## config.mk

```make
export PLATFORM = sky130hd
export DESIGN_NAME = instr_fetch_flat
export DESIGN_NICKNAME = d
export VERILOG_FILES = /design/src/rtl/fetch_pkg.sv /design/src/rtl/wb_bus.sv /design/src/rtl/fetch_watchdog.sv /design/src/rtl/instr_fetch.sv /design/src/flat_wrapper.sv
export SDC_FILE = /design/constraint.sdc
export NUM_CORES = 1
export LEC_CHECK = 0
export CAP_MARGIN = 5
export CELL_PAD_IN_SITES_DETAIL_PLACEMENT = 0
export CELL_PAD_IN_SITES_GLOBAL_PLACEMENT = 1
export CORE_MARGIN = 2
export CORE_UTILIZATION = 33
export DETAILED_ROUTE_END_ITERATION = 16
export PLACE_DENSITY = 0.79
export SLEW_MARGIN = 20
export SYNTH_ARGS = -nofsm -noshare
export SYNTH_HDL_FRONTEND = slang
export SYNTH_HIERARCHICAL = 1
export SYNTH_SLANG_ARGS = --single-unit
```

## constraint.sdc

```tcl
create_clock -name clk_in -period 2.3 [get_ports clk_in]
set_input_delay 0.23 -clock clk_in [delete_from_list [all_inputs] [get_ports clk_in]]
set_output_delay 0.23 -clock clk_in [all_outputs]
set_load 0.01 [all_outputs]
```

## src/rtl/fetch_pkg.sv

```systemverilog
// Shared types for the instruction fetch unit: FSM states, fault causes,
// instruction width and a word-alignment helper.
package fetch_pkg;

    localparam int INSTR_W = 32;

    typedef enum logic [1:0] {
        ST_GAP     = 2'd0,
        ST_REQUEST = 2'd1,
        ST_HOLD    = 2'd2,
        ST_FAULT   = 2'd3
    } fetch_state_e;

    typedef enum logic [1:0] {
        CAUSE_NONE    = 2'd0,
        CAUSE_BUS_ERR = 2'd1,
        CAUSE_TIMEOUT = 2'd2
    } fetch_cause_e;

    function automatic logic [INSTR_W-1:0] align_word(input logic [INSTR_W-1:0] a);
        return {a[INSTR_W-1:2], 2'b00};
    endfunction

endpackage

```

## src/rtl/wb_bus.sv

```systemverilog
// Minimal read-path bus bundle between the fetch unit and instruction memory.
interface wb_bus;
    logic [31:0] addr;
    logic        we;
    logic        stb;
    logic        ack;
    logic        err;
    logic [31:0] rdata;

    modport master (output addr, output we, output stb, input ack, input err, input rdata);
    modport slave  (input addr, input we, input stb, output ack, output err, output rdata);
endinterface

```

## src/rtl/fetch_watchdog.sv

```systemverilog
// Request timeout counter: counts enabled cycles and flags the last allowed one.
module fetch_watchdog #(
    parameter int unsigned Cycles = 16
) (
    input  logic clk_in,
    input  logic reset_in,
    input  logic clear,
    input  logic enable,
    output logic expired
);
    localparam logic [7:0] LAST = 8'(Cycles - 1);

    logic [7:0] count;

    always_ff @(posedge clk_in) begin
        if (!reset_in || clear) begin
            count <= '0;
        end else if (enable && !expired) begin
            count <= count + 8'd1;
        end
    end

    assign expired = (count == LAST);

endmodule

```

## src/rtl/instr_fetch.sv

```systemverilog
// Single-outstanding instruction fetch unit: GAP -> REQUEST -> HOLD loop with
// redirect override, bus-error and timeout faults.
module instr_fetch
    import fetch_pkg::*;
#(
    parameter logic [31:0] ResetVector   = 32'h0,
    parameter int unsigned TimeoutCycles = 16
) (
    input  logic               clk_in,
    input  logic               reset_in,
    wb_bus.master              bus_master,
    input  logic               redirect_valid_in,
    input  logic [31:0]        redirect_pc_in,
    output logic               instr_valid_out,
    input  logic               instr_ready_in,
    output logic [INSTR_W-1:0] instr_out,
    output logic [31:0]        instr_pc_out,
    output logic               fetch_err_out,
    output logic [1:0]         fetch_err_cause_out
);

    fetch_state_e       state, state_d;
    fetch_cause_e       cause, cause_d;
    logic [31:0]        pc, pc_d;
    logic [INSTR_W-1:0] buf_instr;
    logic [31:0]        buf_pc;
    logic               capture;
    logic               expired;

    fetch_watchdog #(.Cycles(TimeoutCycles)) u_watchdog (
        .clk_in   (clk_in),
        .reset_in (reset_in),
        .clear    (state != ST_REQUEST),
        .enable   (state == ST_REQUEST),
        .expired  (expired)
    );

    always_ff @(posedge clk_in) begin
        if (!reset_in) begin
            state     <= ST_GAP;
            cause     <= CAUSE_NONE;
            pc        <= align_word(ResetVector);
            buf_instr <= '0;
            buf_pc    <= '0;
        end else begin
            state <= state_d;
            cause <= cause_d;
            pc    <= pc_d;
            if (capture) begin
                buf_instr <= bus_master.rdata;
                buf_pc    <= pc;
            end
        end
    end

    always_comb begin
        state_d = state;
        cause_d = cause;
        pc_d    = pc;
        capture = 1'b0;
        unique case (state)
            ST_GAP: state_d = ST_REQUEST;
            ST_REQUEST: begin
                if (bus_master.err) begin
                    state_d = ST_FAULT;
                    cause_d = CAUSE_BUS_ERR;
                end else if (bus_master.ack) begin
                    state_d = ST_HOLD;
                    capture = 1'b1;
                end else if (expired) begin
                    state_d = ST_FAULT;
                    cause_d = CAUSE_TIMEOUT;
                end
            end
            ST_HOLD: begin
                if (instr_ready_in) begin
                    pc_d    = pc + 32'd4;
                    state_d = ST_REQUEST;
                end
            end
            ST_FAULT: state_d = ST_FAULT;
            default:  state_d = ST_GAP;
        endcase
        // Redirect overrides everything, including a same-cycle response.
        if (redirect_valid_in) begin
            state_d = ST_GAP;
            cause_d = CAUSE_NONE;
            pc_d    = align_word(redirect_pc_in);
            capture = 1'b0;
        end
    end

    assign bus_master.addr     = align_word(pc);
    assign bus_master.we       = 1'b0;
    assign bus_master.stb      = (state == ST_REQUEST);

    assign instr_valid_out     = (state == ST_HOLD);
    assign instr_out           = buf_instr;
    assign instr_pc_out        = (state == ST_FAULT) ? pc : buf_pc;
    assign fetch_err_out       = (state == ST_FAULT);
    assign fetch_err_cause_out = cause;

endmodule

```

## src/flat_wrapper.sv

```systemverilog
// flat-port wrapper written by rule: the top's interface ports become plain ports
module instr_fetch_flat import fetch_pkg::*;
#(
    parameter logic [31:0] ResetVector   = 32'h0,
    parameter int unsigned TimeoutCycles = 16
)
  (clk_in, reset_in, redirect_valid_in, redirect_pc_in, instr_valid_out, instr_ready_in, instr_out, instr_pc_out, fetch_err_out, fetch_err_cause_out, bus_master_addr, bus_master_we, bus_master_stb, bus_master_ack, bus_master_err, bus_master_rdata);
  wb_bus bus_master_i ();
  input  logic clk_in;
  input  logic reset_in;
  input  logic redirect_valid_in;
  input  logic [31:0] redirect_pc_in;
  output logic instr_valid_out;
  input  logic instr_ready_in;
  output logic [INSTR_W-1:0] instr_out;
  output logic [31:0] instr_pc_out;
  output logic fetch_err_out;
  output logic [1:0] fetch_err_cause_out;
  output wire logic [$bits(bus_master_i.addr)-1:0] bus_master_addr;
  output wire logic [$bits(bus_master_i.we)-1:0] bus_master_we;
  output wire logic [$bits(bus_master_i.stb)-1:0] bus_master_stb;
  input wire logic [$bits(bus_master_i.ack)-1:0] bus_master_ack;
  input wire logic [$bits(bus_master_i.err)-1:0] bus_master_err;
  input wire logic [$bits(bus_master_i.rdata)-1:0] bus_master_rdata;
  assign bus_master_addr = bus_master_i.addr;
  assign bus_master_we = bus_master_i.we;
  assign bus_master_stb = bus_master_i.stb;
  assign bus_master_i.ack = bus_master_ack;
  assign bus_master_i.err = bus_master_err;
  assign bus_master_i.rdata = bus_master_rdata;
  instr_fetch #(.ResetVector(ResetVector), .TimeoutCycles(TimeoutCycles)) u_core (.clk_in(clk_in), .reset_in(reset_in), .bus_master(bus_master_i), .redirect_valid_in(redirect_valid_in), .redirect_pc_in(redirect_pc_in), .instr_valid_out(instr_valid_out), .instr_ready_in(instr_ready_in), .instr_out(instr_out), .instr_pc_out(instr_pc_out), .fetch_err_out(fetch_err_out), .fetch_err_cause_out(fetch_err_cause_out));
endmodule
```

==> After elaboration in Yosys (flattened, before gate mapping) <==
Cells that the tools add are included.
{ "word_totals": {"ff_bits": 108, "latchBits": 0, "mem_bits_rw": 0, "romBits": 0, "in_bits": 70, "output_inout_bits": 102, "word_cells": 47, "n_memories": 0} }
{ "classes": {"n_addsub": 2, "mul": 0, "div_mod_pow": 0, "order_cmp": 0, "n_eq_ne": 8, "shifts": 0, "muxes": 16, "n_bitwise": 1, "n_reduce_logical": 13} }
{ "op_table": {"columns": ["cell", "count"], "rows": [
  ["two-way mux 32 bit", 4],
  ["adder 32 x 3 -> 32 bit (second input constant)", 1],
  ["two-way mux 2 bit", 7],
  ["adder 8 x 1 -> 8 bit (second input constant)", 1],
  ["== test 8 x 4 -> 1 bit (second input constant)", 1],
  ["case mux 2 bit (4 select lines)", 1],
  ["!= test 2 x 1 -> 1 bit (second input constant)", 3],
  ["AND reduction 2 bit", 3],
  ["nonzero test 2 bit", 3],
  ["== test 2 bit (second input constant)", 2],
  ["two-way mux 1 bit", 4],
  ["!= test 4 x 3 -> 1 bit (second input constant)", 1],
  ["AND reduction 3 bit", 1],
  ["== test 2 x 1 -> 1 bit (second input constant)", 1],
  ["logical NOT 1 bit", 2],
  ["logical NOT 2 bit", 1],
  ["OR reduction 2 bit", 1],
  ["logical AND 1 bit", 1],
  ["logical OR 1 bit", 1],
  ["inverter 1 bit", 1]
]} }

==> Logic depth before layout (Yosys ltp) <==
{ "depth": {"word_depth": 5, "ltp_mapped": 8, "mapped_depth_nobuf": 6} }

==> Cells and area by module <==
The synthesis kept the hierarchy.
{ "by_module_without_submodules": {"columns": ["mod", "instances", "cells_each", "area_each_um2", "seq_area_each_um2"], "rows": [
  ["instr_fetch", 1, 531, 4483.0, 1921.8],
  ["fetch_watchdog", 1, 48, 417.9, 160.2]
]} }

==> Worst setup path after synthesis <==
No wires, ideal clock.
{ "synth_path": {"path_type": "reg-to-reg", "startpoint": "reg u_core.pc[2]", "endpoint": "reg u_core.pc[18]", "setup_ns": 0.116, "arrival_ns": 1.699, "required_time_ns": 2.184, "path_slack_ns": 0.485, "stages_incl_launch_ff": 7, "path_buffers": 0, "synth_period_minus_slack_ns": 1.815, "cell_sequence": "dfxtp_1 > ha_1 > nand4b_1 > nor4_4 > nand3_1 > xnor2_1 > o211a_1"} }
{ "synth_via": {"elab_chain_len": 4} }
{ "synth_lines": {"columns": ["item", "line", "source"], "rows": [
  ["start: declaration", "instr_fetch.sv:24", "logic [31:0] pc, pc_d;"],
  ["start signal: assignment", "instr_fetch.sv:42", "pc <= align_word(ResetVector);"],
  ["start signal: assignment", "instr_fetch.sv:48", "pc <= pc_d;"],
  ["adder 32 x 3 -> 32 bit", "instr_fetch.sv:77", "pc_d = pc + 32'd4;"],
  ["two-way mux 32 bit", "instr_fetch.sv:76", "if (instr_ready_in) begin"],
  ["two-way mux 32 bit", "instr_fetch.sv:61", "unique case (state)"],
  ["two-way mux 32 bit", "instr_fetch.sv:85", "if (redirect_valid_in) begin"]
]} }
Every way passes these cells. The select of a mux whose other input is x is not followed.
A chain may end at the register's enable or synchronous reset.

==> Final worst setup path <==
{ "layout_path": {"startpoint": "reg u_core.state[0]", "endpoint": "out instr_pc_out[19]"} }
{ "layout_via": {"elab_chain_len": 2} }
{ "layout_lines": {"columns": ["item", "line", "source"], "rows": [
  ["start: declaration", "instr_fetch.sv:22", "fetch_state_e state, state_d;"],
  ["start signal: assignment", "instr_fetch.sv:46", "state <= state_d;"],
  ["== test 2 bit", "instr_fetch.sv:99", "assign instr_pc_out = (state == ST_FAULT) ? pc : buf_pc;"],
  ["two-way mux 32 bit", "instr_fetch.sv:99", null],
  ["end: declaration", "flat_wrapper.sv:16", "output logic [31:0] instr_pc_out;"]
]} }
Every way passes these cells.

==> impl_results.rst <==
.. list-table::
   :header-rows: 1

   * - Metric
     - Value
   * - Flip-flop and latch count after synthesis
     - 104
   * - Initial DRT Pass Iterations
     - 4
   * - Clock sink total
     - 104
   * - Run status
     - complete, no violations
   * - Growth of design area from synthesis to finish
     - 44.7%
   * - Worst Clk Skew
     - 0.00659 ns
   * - Primary flip-flop cell chosen by synthesis mapping
     - dfxtp_1
   * - Simple-Gate Fraction of Synth Area
     - 22.9%
   * - Max Slew Vio Count
     - 0
   * - Delay of the slowest cell on the worst path
     - 0.48 ns
   * - Multiplexer fraction of the synthesized cell area
     - 7.05%
   * - TritonCTS clock tree
     - yes
   * - Total Routing Usage GR
     - 17.9%
   * - Placement Rows
     - 44
   * - Antenna violation net count after detailed routing
     - 0
   * - Wire length of the first global-routing pass
     - 23100 um
   * - Maximum fanout count along the critical path
     - 26
   * - Smallest setup slack after layout
     - 0.169 ns
   * - Data arrival time at the worst-slack endpoint
     - 1.90 ns
   * - Most heavily used metal layer in global routing
     - met2
   * - VDD IR-drop max
     - 0.268 mV
   * - Ratio of routed vias to standard cells
     - 4.96
   * - Number of enable flip-flop cells after synthesis
     - 0
   * - Worst slack at placement
     - 0.271 ns
   * - Share of layout cells above drive strength 1
     - 10.4%
   * - Power density over the cells
     - 563 nW/um^2
   * - Largest delay share family, worst path
     - buffers and inverters
   * - Met2 Usage GRT
     - 28.6%
   * - Final setup violation count
     - 0
   * - Global routing met3 resource utilization
     - 6.37%
   * - Reported max-cap violation count
     - 0
   * - Io pins
     - 172
   * - Post-route DRC
     - 0
   * - Pin count of the biggest net entering global routing
     - 44
   * - Clock transition at the register clock pins on the worst setup and hold paths after CTS
     - 0.07 ns
   * - Number of violations reported at the end of detailed-routing iteration 0
     - 241
   * - Total number of nets in the final design
     - 808
   * - Warnings from Yosys
     - 6
   * - Endpoints failing hold
     - 0
   * - Initial Util
     - 33.7%
   * - Worst Setup End Kind
     - output pin
   * - Clock period minus final worst setup slack
     - 2.13 ns
   * - Root buffer selected by CTS
     - clkbuf_16
   * - Post-Syn Area per Cell
     - 8.46 um^2
   * - Post-synthesis instance area
     - 4900 um^2
   * - Compound-cell area share of the yosys netlist
     - 17.7%
   * - Global-route met1 utilization
     - 22.3%
   * - Worst max-slew margin expressed relative to the limit
     - 63.3%
   * - Overall die area
     - 15800 um^2
   * - Number of CTS-inserted buffers
     - 9
   * - Area taken by multi-input logic gates
     - 2630 um^2
   * - F_max
     - 0.469 GHz
   * - Transition time at the pin with the least slew margin
     - 0.546 ns
   * - Sequential share of the synthesized area
     - 42.5%
   * - Number of distinct library cells after synthesis
     - 50
   * - Horiz. Die Dim
     - 126 um
   * - Count of buffer and inverter cells on the critical path
     - 2
   * - Via count of the first global-routing pass
     - 4523
   * - Fraction of synthesis flops using an asynchronous set or reset pin
     - 0%
   * - Xor and xnor area share after synthesis
     - 5.00%
   * - Reg area
     - 2080 um^2
   * - Number of buffer cells added on primary ports
     - 164
   * - Total gr overflow
     - 0
   * - Leakage
     - 2.48 nW
   * - Sort of element at the start of the critical path
     - flop
   * - Filler cells
     - 1396
   * - Aggregate routed wire length
     - 14200 um
   * - Final cycle utilization of the critical path
     - 92.7%
   * - Placeable core area
     - 14500 um^2
   * - RSZ-0062 raised after global routing
     - false
   * - Vertical die dimension
     - 126 um
   * - Deepest level of the CTS H-tree
     - 3
   * - Type of the worst setup path
     - flop to output pin
   * - Number of buffers inserted by hold repair at cts
     - 0
   * - Critical-path top delay cell
     - clkdlybuf4s50_1
   * - Cells traversed along the worst timing path
     - nand2_1 -> buf_12 -> mux2_2 -> clkdlybuf4s50_1
   * - RD Place Congestion
     - 0.779
   * - Total number of vias
     - 4580
   * - Buffer depth of the longest clock path
     - 2
   * - Diode insertion count for antenna repair
     - 0
   * - Cell count after synthesis
     - 579
   * - Worst min-delay path class
     - input port to flop
   * - Main combinational cell family by area after synthesis
     - simple AND/OR/NAND/NOR gates
   * - Required time of the worst setup path
     - 2.07 ns
   * - Insertion delay to the later sink of the worst-skew pair
     - 0.34 ns
   * - Setup Total Neg Slack
     - 0 ns
   * - Number of antenna violations at the first check in global routing
     - 0
   * - Post-synthesis share of cell area spent on full adders, half adders and majority gates
     - 0.511%
   * - Post-DP HPWL
     - 9880 um
   * - Wire length per cell
     - 15.4 um
==> power by group <==
group	internal, mW	switching (mW)
sequential	1.85	0.0741
clock	0.973	0.666
combinational	0.258	0.176
==> layout make-up <==
| class | instances | area share, % |
|---|---|---|
| clock buffer | 11 | 3.42 |
| clock inverter | 3 | 0.953 |
| inverter | 7 | 0.371 |
| multi-input combinational | 430 | 37.1 |
| sequential | 104 | 29.4 |
| tap | 184 | 3.25 |
| timing repair buffer | 184 | 25.5 |
==> cell usage in the layout (no fill, tap or decap), types with 18 or more instances in the layout <==
cell type and count:
mux2_2 28, nand3_1 18, a21boi_0 46, nand2_1 147, buf_4 18, clkdlybuf4s50_1 163
o21ai_0 31, dfxtp_1 102, a21oi_1 27
==> cells in the mapped netlist (all sizes together), types with 2 or more instances <==
cell type    n  share of area (%)
nor2         4               0.36
a21oi       27                2.8
o211a        2               0.41
dfxtp      104                 42
nand2      148                 11
o31ai        2               0.31
nand2b       5               0.64
nor2b        4               0.51
xor2        16                2.9
or4          2               0.46
nand3b       3               0.46
a211oi       2               0.41
mux2i        3               0.61
and4         3               0.54
and2         7               0.89
xnor2       12                2.1
ha           2               0.51
clkbuf      28                2.2
or3          3               0.38
inv          7               0.54
nand4       14                2.2
and3         2               0.26
nand3       19                2.0
buf         14                1.6
o21ai       33                3.4
mux2        28                6.4
a21boi      63                9.7
nor4         5                1.3
nor3         9               0.92
==> cell families (layout without fill, tap and decap cells) <==
kind of cell / after synthesis / after routing
and+or+nand+nor: 231 / 231
AOI/OAI and AO/OA: 133 / 133
DFF: 104 / 104
buffers and inverters: 49 / 205
muxes: 31 / 31
xor gates and xnor gates: 28 / 28
adders and majority gates: 2 / 2
other: 1 / 5
==> path summary, 6_finish.rpt <==
path / slack [ns] / start / to / depth (start not counted)
worst max-delay path: 0.17 / u_core/state[0]$_SDFFE_PP0P_ / instr_pc_out[19] / 4
worst min-delay path: 0.38 / reset_in / u_core/pc[19]$_SDFFE_PN0P_ / 2
worst max register to register: 0.41 / u_core/pc[3]$_SDFFE_PN0P_ / u_core/pc[18]$_SDFFE_PN0P_ / 7
worst min register to register: 0.46 / u_core/instr_out[5]$_SDFFE_PN0P_ / u_core/instr_out[5]$_SDFFE_PN0P_ / 2
==> metrics by stage <==
stage / power [mW] / std cells / cell area [um^2] / hold slack (ns) / utilization (%)
2_1_floorplan: 2.13 / 583 / 4920 / 0.339 / -
3_3_place_gp: 2.39 / 909 / 6770 / 0.439 / 46.6
3_5_place_dp: 2.40 / 909 / 6770 / 0.448 / 46.6
4_1_cts: 4.05 / 923 / 7080 / 0.386 / 48.7
5_1_grt: 4.16 / 923 / 7090 / 0.401 / 48.8
6_report: 3.99 / 923 / 7090 / 0.382 / 48.8
==> state kept, by name, summed over array words and instances, names as in the netlist <==
register and flops:
u_core/u_watchdog/count 8, u_core/state 2, u_core/pc 30, u_core/buf_pc 30, u_core/instr_out 32, u_core/fetch_err_cause_out 2
==> metal layers <==
metal | share of wire (%) | vias up
met3 | 8.2 | 16
met1 | 45 | 2142
met4 | 1.4 | 0
met5 | 0 | -
met2 | 45 | 142
li1 | - | 2280
==> what timing repair did <==
action | in CTS | in global routing
endpoints found under the hold margin | 0 | 0
gates resized for setup | 1 | 5
setup buffers | 0 | 0
endpoints found under the setup margin | 23 | 24
No activity file was read; power rests on OpenSTA's default activity.
